## src/rtl/alu_arbiter_if.sv

```systemverilog
// Request/response bundle shared by alu_arbiter and the agents that drive it.
// The slave modport is the arbiter's view; the master modport is the requesters/consumer side.
interface alu_arbiter_if;
    logic        req0_valid;
    logic        req0_ready;
    logic [15:0] req0_x;
    logic [15:0] req0_y;
    logic [5:0]  req0_op;

    logic        req1_valid;
    logic        req1_ready;
    logic [15:0] req1_x;
    logic [15:0] req1_y;
    logic [5:0]  req1_op;

    logic        resp_valid;
    logic        resp_ready;
    logic        resp_id;
    logic [15:0] resp_data;
    logic        resp_zr;
    logic        resp_ng;
    logic        resp_err;

    modport slave (
        input  req0_valid, req0_x, req0_y, req0_op,
        input  req1_valid, req1_x, req1_y, req1_op,
        output req0_ready, req1_ready,
        output resp_valid, resp_id, resp_data, resp_zr, resp_ng, resp_err,
        input  resp_ready
    );

    modport master (
        output req0_valid, req0_x, req0_y, req0_op,
        output req1_valid, req1_x, req1_y, req1_op,
        input  req0_ready, req1_ready,
        input  resp_valid, resp_id, resp_data, resp_zr, resp_ng, resp_err,
        output resp_ready
    );
endinterface

```

## src/rtl/alu_arbiter.sv

```systemverilog
// Two-requester round-robin arbiter sharing one Hack-style 16-bit ALU with a registered response slot.
// Optional per-requester saturating accept counters when ALU_ARB_STATS_EN is defined.
module alu (
    input  logic [15:0] x_i,
    input  logic [15:0] y_i,
    input  logic [5:0]  op_i,
    output logic [15:0] out_o,
    output logic        legal_o
);
    logic [15:0] x1, x2, y1, y2, f_out;

    always_comb begin
        x1    = op_i[5] ? '0 : x_i;
        x2    = op_i[4] ? ~x1 : x1;
        y1    = op_i[3] ? '0 : y_i;
        y2    = op_i[2] ? ~y1 : y1;
        f_out = op_i[1] ? (x2 + y2) : (x2 & y2);
        out_o = op_i[0] ? ~f_out : f_out;
    end

    always_comb begin
        case (op_i)
            6'b101010, 6'b111111, 6'b111010, 6'b001100,
            6'b110000, 6'b001101, 6'b110001, 6'b001111,
            6'b110011, 6'b011111, 6'b110111, 6'b000010,
            6'b010011, 6'b000111, 6'b000000, 6'b010101: legal_o = 1'b1;
            default:                                    legal_o = 1'b0;
        endcase
    end
endmodule

module alu_arbiter (
    input  logic              clk,
    input  logic              rst_n,
    alu_arbiter_if.slave      bus
`ifdef ALU_ARB_STATS_EN
    ,
    output logic [15:0]       grant_cnt0,
    output logic [15:0]       grant_cnt1
`endif
);
    logic        slot_free;
    logic        grant0, grant1, accept;
    logic [15:0] sel_x, sel_y, alu_out;
    logic [5:0]  sel_op;
    logic        alu_legal;
    logic [15:0] result;

    // last_q = 1 means requester 1 was granted most recently
    logic        last_q, last_d;
    logic        resp_valid_q, resp_valid_d;
    logic        resp_id_q, resp_id_d;
    logic [15:0] resp_data_q, resp_data_d;
    logic        resp_zr_q, resp_zr_d;
    logic        resp_ng_q, resp_ng_d;
    logic        resp_err_q, resp_err_d;

    // Readies are forced low while reset is held, even though the slot looks free.
    always_comb begin
        slot_free = !resp_valid_q || bus.resp_ready;
        grant0    = rst_n && slot_free && bus.req0_valid && (!bus.req1_valid || last_q);
        grant1    = rst_n && slot_free && bus.req1_valid && (!bus.req0_valid || !last_q);
        accept    = grant0 || grant1;
        sel_x     = grant1 ? bus.req1_x  : bus.req0_x;
        sel_y     = grant1 ? bus.req1_y  : bus.req0_y;
        sel_op    = grant1 ? bus.req1_op : bus.req0_op;
    end

    alu u_alu (
        .x_i     (sel_x),
        .y_i     (sel_y),
        .op_i    (sel_op),
        .out_o   (alu_out),
        .legal_o (alu_legal)
    );

    always_comb begin
        result       = alu_legal ? alu_out : '0;
        last_d       = last_q;
        resp_valid_d = resp_valid_q;
        resp_id_d    = resp_id_q;
        resp_data_d  = resp_data_q;
        resp_zr_d    = resp_zr_q;
        resp_ng_d    = resp_ng_q;
        resp_err_d   = resp_err_q;
        if (accept) begin
            last_d       = grant1;
            resp_valid_d = 1'b1;
            resp_id_d    = grant1;
            resp_data_d  = result;
            resp_zr_d    = (result == '0);
            resp_ng_d    = result[15];
            resp_err_d   = !alu_legal;
        end else if (bus.resp_ready) begin
            resp_valid_d = 1'b0;
        end
    end

    always_ff @(posedge clk or negedge rst_n) begin
        if (!rst_n) begin
            last_q       <= 1'b1;
            resp_valid_q <= 1'b0;
            resp_id_q    <= 1'b0;
            resp_data_q  <= '0;
            resp_zr_q    <= 1'b0;
            resp_ng_q    <= 1'b0;
            resp_err_q   <= 1'b0;
        end else begin
            last_q       <= last_d;
            resp_valid_q <= resp_valid_d;
            resp_id_q    <= resp_id_d;
            resp_data_q  <= resp_data_d;
            resp_zr_q    <= resp_zr_d;
            resp_ng_q    <= resp_ng_d;
            resp_err_q   <= resp_err_d;
        end
    end

    assign bus.req0_ready = grant0;
    assign bus.req1_ready = grant1;
    assign bus.resp_valid = resp_valid_q;
    assign bus.resp_id    = resp_id_q;
    assign bus.resp_data  = resp_data_q;
    assign bus.resp_zr    = resp_zr_q;
    assign bus.resp_ng    = resp_ng_q;
    assign bus.resp_err   = resp_err_q;

`ifdef ALU_ARB_STATS_EN
    logic [15:0] cnt0_q, cnt0_d, cnt1_q, cnt1_d;

    always_comb begin
        cnt0_d = cnt0_q;
        cnt1_d = cnt1_q;
        if (grant0 && cnt0_q != '1) cnt0_d = cnt0_q + 16'd1;
        if (grant1 && cnt1_q != '1) cnt1_d = cnt1_q + 16'd1;
    end

    always_ff @(posedge clk or negedge rst_n) begin
        if (!rst_n) begin
            cnt0_q <= '0;
            cnt1_q <= '0;
        end else begin
            cnt0_q <= cnt0_d;
            cnt1_q <= cnt1_d;
        end
    end

    assign grant_cnt0 = cnt0_q;
    assign grant_cnt1 = cnt1_q;
`endif
endmodule

```

## src/flat_wrapper.sv

```systemverilog
// flat-port wrapper written by rule: the top's interface ports become plain ports
module alu_arbiter_flat 
  (clk, rst_n, bus_req0_valid, bus_req0_x, bus_req0_y, bus_req0_op, bus_req1_valid, bus_req1_x, bus_req1_y, bus_req1_op, bus_req0_ready, bus_req1_ready, bus_resp_valid, bus_resp_id, bus_resp_data, bus_resp_zr, bus_resp_ng, bus_resp_err, bus_resp_ready);
  alu_arbiter_if bus_i ();
  input  logic clk;
  input  logic rst_n;
  input wire logic [$bits(bus_i.req0_valid)-1:0] bus_req0_valid;
  input wire logic [$bits(bus_i.req0_x)-1:0] bus_req0_x;
  input wire logic [$bits(bus_i.req0_y)-1:0] bus_req0_y;
  input wire logic [$bits(bus_i.req0_op)-1:0] bus_req0_op;
  input wire logic [$bits(bus_i.req1_valid)-1:0] bus_req1_valid;
  input wire logic [$bits(bus_i.req1_x)-1:0] bus_req1_x;
  input wire logic [$bits(bus_i.req1_y)-1:0] bus_req1_y;
  input wire logic [$bits(bus_i.req1_op)-1:0] bus_req1_op;
  output wire logic [$bits(bus_i.req0_ready)-1:0] bus_req0_ready;
  output wire logic [$bits(bus_i.req1_ready)-1:0] bus_req1_ready;
  output wire logic [$bits(bus_i.resp_valid)-1:0] bus_resp_valid;
  output wire logic [$bits(bus_i.resp_id)-1:0] bus_resp_id;
  output wire logic [$bits(bus_i.resp_data)-1:0] bus_resp_data;
  output wire logic [$bits(bus_i.resp_zr)-1:0] bus_resp_zr;
  output wire logic [$bits(bus_i.resp_ng)-1:0] bus_resp_ng;
  output wire logic [$bits(bus_i.resp_err)-1:0] bus_resp_err;
  input wire logic [$bits(bus_i.resp_ready)-1:0] bus_resp_ready;
  assign bus_i.req0_valid = bus_req0_valid;
  assign bus_i.req0_x = bus_req0_x;
  assign bus_i.req0_y = bus_req0_y;
  assign bus_i.req0_op = bus_req0_op;
  assign bus_i.req1_valid = bus_req1_valid;
  assign bus_i.req1_x = bus_req1_x;
  assign bus_i.req1_y = bus_req1_y;
  assign bus_i.req1_op = bus_req1_op;
  assign bus_req0_ready = bus_i.req0_ready;
  assign bus_req1_ready = bus_i.req1_ready;
  assign bus_resp_valid = bus_i.resp_valid;
  assign bus_resp_id = bus_i.resp_id;
  assign bus_resp_data = bus_i.resp_data;
  assign bus_resp_zr = bus_i.resp_zr;
  assign bus_resp_ng = bus_i.resp_ng;
  assign bus_resp_err = bus_i.resp_err;
  assign bus_i.resp_ready = bus_resp_ready;
  alu_arbiter u_core (.clk(clk), .rst_n(rst_n), .bus(bus_i));
endmodule
```

## config.mk

```make
export PLATFORM = sky130hd
export DESIGN_NAME = alu_arbiter_flat
export DESIGN_NICKNAME = d
export VERILOG_FILES = /design/src/rtl/alu_arbiter_if.sv /design/src/rtl/alu_arbiter.sv /design/src/flat_wrapper.sv
export SDC_FILE = /design/constraint.sdc
export NUM_CORES = 1
export LEC_CHECK = 0
export BUFFER_PORTS_ARGS = -buffer_cell sky130_fd_sc_hd__buf_4
export CAP_MARGIN = 30
export CORE_MARGIN = 2
export CORE_UTILIZATION = 41
export DETAILED_ROUTE_END_ITERATION = 7
export PLACE_DENSITY = 0.68
export RECOVER_POWER = 100
export REMOVE_ABC_BUFFERS = 1
export SLEW_MARGIN = 20
export SYNTH_ARGS = -nofsm -noshare
export SYNTH_HDL_FRONTEND = slang
export SYNTH_SLANG_ARGS = --single-unit
export TNS_END_PERCENT = 30
```

## constraint.sdc

```tcl
create_clock -name clk -period 12.8 [get_ports clk]
set_input_delay 0.64 -clock clk [delete_from_list [all_inputs] [get_ports clk]]
set_output_delay 0.64 -clock clk [all_outputs]
set_load 0.05 [all_outputs]
```

# After elaboration in Yosys (flattened, before gate mapping)
# Memory sizes are Yosys's and may differ from the RTL's.
# Index checks and enable logic that the tools add are counted.
[classes]
addsub = 1
mux = 12
bitwise_logic = 4
reduce_logical = 16
[ops]
columns = ["operator", "n"]
rows = [
  ["$mux 16", 9],
  ["$not 16->16", 3],
  ["$add 16x16->16", 1],
  ["$and 16x16->16", 1],
  ["$logic_not 16->1", 1],
  ["$mux 6", 1],
  ["$logic_and 1x1->1", 5],
  ["$logic_not 1->1", 5],
  ["$logic_or 1x1->1", 4],
  ["$mux 1", 2],
  ["$reduce_bool 2->1", 1],
]
[word_totals]
register_bits = 22
romBits = 64
input_bits = 81
wordCells = 41
memories = 1
[memory_table]
columns = ["name", "words", "width", "read_ports", "rd_ports_with_merged_regs", "write_ports", "line", "source"]
rows = [
  ["(no name shown)", 64, 1, 1, 0, 0, "alu_arbiter.sv:22", "case (op_i)"],
]

# Logic depth before layout (Yosys ltp)
[depth]
word_depth = 15
mapped_depth = 19
mapped_depth_nobuf = 18

# By module
# Synthesis repeated with hierarchy kept, for this count alone.
[hier_totals]
cells_unflattened = 401
area_unflattened_um2 = 3349.5
[by_module_without_submodules]
columns = ["mod", "instances", "cells_per_inst", "area_per_inst_um2", "seq_area_each_um2"]
rows = [
  ["alu", 1, 264, 1871.8, 0.0],
  ["alu_arbiter", 1, 137, 1477.7, 526.8],
]

# Worst setup path after synthesis
# No wires, ideal clock.
[synth_path]
path_type = "input -> register"
startpoint = "input port bus_resp_ready"
endpoint = "register u_core.resp_zr_q, in the netlist u_core.bus.resp_zr"
arrival_time_ns = 4.326
path_slack_ns = 8.391
stages = 18
path_cell_list = "nand2b_4 -> nand4_4 -> inv_4 -> clkbuf_1 -> clkbuf_1 -> nand2_1 -> a21oi_1 -> xnor2_1 -> ha_1 -> o21a_1 -> nor2_1 -> a211o_1 -> a21oi_1 -> or2_1 -> o31a_1 -> nor4bb_1 -> mux2i_1 -> o22ai_1"
[synth_between]
elab_chain_cells = 14
word_cells_on_any_way = 24
classes_between = "1 x add/sub; 10 x mux; 4 x bitwise; 8 x reduce/logical; 1 x memory"
[synth_lines]
columns = ["element", "line", "source"]
rows = [
  ["start, declared", "flat_wrapper.sv:23", "input wire logic [$bits(bus_i.resp_ready)-1:0] bus_resp_ready;"],
  ["$logic_or 1x1->1 *", "alu_arbiter.sv:60", "slot_free = !resp_valid_q || bus.resp_ready;"],
  ["$logic_and 1x1->1 * (3 in a row)", "alu_arbiter.sv:62", "grant1 = rst_n && slot_free && bus.req1_valid && (!bus.req0_valid || !last_q);"],
  ["net bus_req1_ready", "flat_wrapper.sv:16", "output wire logic [$bits(bus_i.req1_ready)-1:0] bus_req1_ready;"],
  ["$mux 16, or another cell as far along", "alu_arbiter.sv:64", "sel_x = grant1 ? bus.req1_x : bus.req0_x;"],
  ["$mux 16, on equally long branches", "alu_arbiter.sv:13, alu_arbiter.sv:15", ""],
  ["$not 16->16, on equally long branches", "alu_arbiter.sv:14, alu_arbiter.sv:16", ""],
  ["$mux 16, on equally long branches", "alu_arbiter.sv:14, alu_arbiter.sv:16", ""],
  ["$add 16x16->16 / $and 16x16->16 (equally long branches)", "alu_arbiter.sv:17", "f_out = op_i[1] ? (x2 + y2) : (x2 & y2);"],
  ["$mux 16", "alu_arbiter.sv:17", ""],
  ["$not 16->16", "alu_arbiter.sv:18", "out_o = op_i[0] ? ~f_out : f_out;"],
  ["$mux 16", "alu_arbiter.sv:18", ""],
  ["$mux 16", "alu_arbiter.sv:78", "result = alu_legal ? alu_out : '0;"],
  ["$logic_not 16->1", "alu_arbiter.sv:91", "resp_zr_d = (result == '0);"],
  ["end signal, assigned", "alu_arbiter.sv:113", "resp_zr_q <= resp_zr_d;"],
  ["end, declared", "alu_arbiter.sv:54", "logic resp_zr_q, resp_zr_d;"],
]
# The timed path passes the listed nets; every way through them passes the cells marked *.
# A chain may end at the register's enable or synchronous reset.

# Final worst setup path
[layout_path]
startpoint = "input port rst_n"
endpoint = "register u_core.resp_zr_q, in the netlist u_core.bus.resp_zr"
[layout_between]
elab_chain_cells = 13
word_cells_on_any_way = 23
classes_between = "1 x add/sub; 10 x mux; 4 x bitwise; 7 x reduce/logical; 1 x memory"
[layout_lines]
columns = ["element", "line", "source"]
rows = [
  ["start, declared", "flat_wrapper.sv:6", "input logic rst_n;"],
  ["$logic_and 1x1->1 *", "alu_arbiter.sv:61, alu_arbiter.sv:62", ""],
  ["$logic_and 1x1->1 (2 in a row)", "alu_arbiter.sv:62", ""],
  ["$mux 16, or another cell as far along", "alu_arbiter.sv:64", ""],
  ["$mux 16, on equally long branches", "alu_arbiter.sv:13, alu_arbiter.sv:15", ""],
  ["$not 16->16, on equally long branches", "alu_arbiter.sv:14, alu_arbiter.sv:16", ""],
  ["$mux 16, on equally long branches", "alu_arbiter.sv:14, alu_arbiter.sv:16", ""],
  ["$add 16x16->16 / $and 16x16->16 (equally long branches)", "alu_arbiter.sv:17", ""],
  ["$mux 16", "alu_arbiter.sv:17", ""],
  ["$not 16->16", "alu_arbiter.sv:18", ""],
  ["$mux 16", "alu_arbiter.sv:18", ""],
  ["$mux 16", "alu_arbiter.sv:78", ""],
  ["$logic_not 16->1", "alu_arbiter.sv:91", ""],
]
# Mark *: on every way between the ends. The rest lies on a longest branch, timed or not.

==> impl_results.rst <==
.. list-table::
   :header-rows: 1

   * - Metric
     - Value
   * - Most repeated cell in the gate-level netlist after synthesis
     - nand2_1
   * - Number of antenna violations at the first check in global routing
     - 0
   * - Core ar.
     - 7180 µm²
   * - DIE AREA
     - 8030 µm²
   * - Kind of capture point of the worst setup path
     - register
   * - Final TNS setup
     - 0 ns
   * - Number of antenna diodes
     - 0
   * - Vias per Instance
     - 5.13
   * - Power Density
     - 155 nW/µm²
   * - Clk pin slew, worst setup/hold paths
     - 0.07 ns
   * - Routed wirelength normalized by instance count
     - between 10 and 15 µm
   * - Final wirelength
     - 7.18 mm
   * - Synthesized area per cell
     - 7.51 µm²
   * - Number of flops mapped to enable cells by yosys
     - 0
   * - RSZ-0062 raised after global routing
     - no
   * - Core Rows
     - 31
   * - Clock latency at the later pin of the worst-skew pair
     - 0.26 ns
   * - Final Setup Violations
     - 0
   * - Clock skew after layout
     - 0.00122 ns
   * - Count of distinct cell types in the synthesized netlist
     - 63
   * - Crit path DAT
     - 8.08 ns
   * - Post-synth top flop
     - dfrtp_1
   * - Wire length of the first global-routing pass
     - 11.9 mm
   * - Sinks on the clock net
     - 21
   * - Number of instances in the synthesized netlist
     - 400
   * - Minimum clock period after layout
     - 7.90 ns
   * - CTS HTree Levels
     - 1
   * - Cell type contributing the most total cell area after synthesis
     - dfrtp_1
   * - Violated checks
     - max-capacitance violations, max-slew violations
   * - Largest cells by area after synthesis
     - dfrtp_1, xnor2_1, nand2_1, a21oi_1, ha_1
   * - Top post-synthesis cells by count
     - nand2_1, xnor2_1, a21oi_1
   * - Cell area after synthesis
     - 3010 µm²
   * - Xor-xnor portion of the synthesized cell area
     - around 16%
   * - Relative slew slack
     - -49.0%
   * - Total Nets Final
     - 590
   * - Proportion of synthesized chip area in sequential cells
     - 17.5%
   * - Post-Synth Simple-Gate Area
     - 23.2%
   * - Overall via count from detail_route
     - approximately 3,000
   * - Yosys Warn Count
     - 0
   * - Status
     - finished with violations
   * - Remaining Overflow, GRT
     - 0
   * - Min-Delay Path Class
     - reg -> reg
   * - Library cell used as clock root buffer
     - clkbuf_8
   * - Number of max-slew violations in the final report
     - 65
   * - Number of synthesized register bits
     - 21
   * - Max frequency
     - between 0.1 and 0.15 GHz
   * - First-pass iteration count of the detailed router
     - 4
   * - Post CTS Setup Buffer Count
     - 0
   * - Maximum fanout count along the critical path
     - 44
   * - Number of routed nets with antenna violations
     - 0
   * - Routability cong.
     - 0.877
   * - Die height
     - roughly 90 µm
   * - Final clock period utilization by the worst path
     - ~62%
   * - IR Drop Worst-Case VDD
     - 0.0000459 V
   * - Floorplan die width
     - 89.6 µm
   * - I/O pins
     - 104
   * - Least-Margin Pin Slew
     - 2.17 ns
   * - Mux share of post-synthesis cell area
     - 6.83%
   * - Lkg Pwr
     - 1.69 nW
   * - Critical Path RT
     - 12.98 ns
   * - Critical Path Start Type
     - input pin
   * - Adder-Cell Fraction of Synth Area
     - ~7.3%
   * - Clock tree from TritonCTS
     - built
   * - Kind of critical path
     - in -> reg
   * - Buffer levels on the longest clock path
     - 2
   * - Total Routing Usage GR
     - between 15 and 20%
   * - DRC Markers
     - 0
   * - Hold bufs inserted after CTS
     - 0
   * - Area share of the leading cell type in the synthesized netlist
     - around 17%
   * - Number of cells in the finished layout apart from fillers
     - 590
   * - Async set or reset register ratio after synthesis
     - 100%
   * - Placed insts
     - 586
   * - Resized Gates After CTS
     - 0
   * - Pin count of the biggest net entering global routing
     - 45
   * - Layout cells sized above 1
     - 21.6%
   * - Synthesis-to-layout area growth
     - 25.9%
   * - Number of violations reported at the end of detailed-routing iteration 0
     - 105
   * - HPWL after detailed placement
     - 5.68 mm
   * - Largest family of logic cells by synthesized area
     - compound AO/OA/AOI/OAI gates
   * - CTS Buf Count
     - 3
   * - Starting Density
     - 41.9%
   * - Via count of the first global-routing pass
     - 2,715
   * - Count of final hold-check violations
     - 0
   * - Port Buf Inserts
     - 103
   * - Max_cap viols
     - 2
   * - Compound-cell area share of the yosys netlist
     - 24.4%
through the flow:
step                      instance area, µm²  setup WS, ns  utilization [%]  total power [mW]  hold slack [ns]
after floorplan                         2910          7.54                -             0.457            0.344
after global placement                  3860          7.59             53.7             0.569            0.455
after detailed placement                3860          7.40             53.7             0.574            0.462
after CTS                               3900          7.66             54.4             0.618            0.263
after global routing                    3780          3.93             52.7             0.639            0.480
final                                   3780          4.90             52.7             0.588            0.468
metal layers:
metal	wire length, µm	track usage [%]	share of wire, %
met5	0	0	0
met1	3510	25.8	49
met4	64	4.61	0.89
met3	349	0.823	4.9
met2	3250	29.0	45
cell families after synthesis:
group / Yosys count
AND/OR/NAND/NOR: 154
AO/OA/AOI/OAI: 105
XOR/XNOR: 56
buffers and inverters: 30
flip-flops: 21
multiplexers: 17
adder cells (fa/ha/maj): 17
power by group:
part | total (mW) | switching [mW] | internal, mW
combinational | 0.439 | 0.279 | 0.160
clock | 0.0424 | 0.0202 | 0.0222
sequential | 0.107 | 0.0147 | 0.0921
worst paths after layout:
| check | from | end | slack [ns] | cells after the start |
|---|---|---|---|---|
| worst max-delay path | rst_n | u_core.bus.resp_zr | 4.90 | 17 |
| worst min-delay path | u_core.last_q | u_core.last_q | 0.47 | 2 |
| worst max register to register | u_core.last_q | u_core.bus.resp_zr | 5.30 | 17 |
| worst min register to register | u_core.last_q | u_core.last_q | 0.47 | 2 |
| max in group asynchronous | rst_n | u_core.bus.resp_data[11] | 11.49 | 1 |
| min in group asynchronous | rst_n | u_core.bus.resp_valid | 0.60 | 1 |
critical path, stage by stage:
cell,delay [ns]
clkbuf_1,0.48
nand4_4,0.25
clkbuf_1,1.39
inv_4,0.51
mux2i_1,1.75
xnor2_1,0.23
ha_1,0.33
fa_1,0.42
a211oi_1,0.23
o21ai_0,0.16
a2111o_1,0.44
a31oi_1,0.22
xor2_1,0.08
o21ai_0,0.36
nor4bb_1,0.27
mux2i_1,0.11
o22ai_1,0.16
state kept, by name (all words and copies together), names as in the netlist:
register / cells
u_core.bus.resp_err: 1
u_core.last_q: 1
u_core.bus.resp_ng: 1
u_core.bus.resp_id: 1
u_core.bus.resp_zr: 1
u_core.bus.resp_data: 15
u_core.bus.resp_valid: 1
layout make-up:
cell class              count  area, µm²
multi-input cells         349       2330
clock buffers               4       45.0
fillers                   765       3390
repair buffers            108        717
well taps                  99        124
inverters                   9       36.3
flip-flops and latches     21        527
layout by cell type (no fill, tap or decap), types with 12 or more instances in the layout:
cell,instances
a21oi_1,48
buf_4,83
clkbuf_1,26
dfrtp_1,20
ha_1,16
mux2i_1,12
nand2_1,105
nor2_1,17
xnor2_1,51
Note: power is estimated with default switching activity, not from simulation.
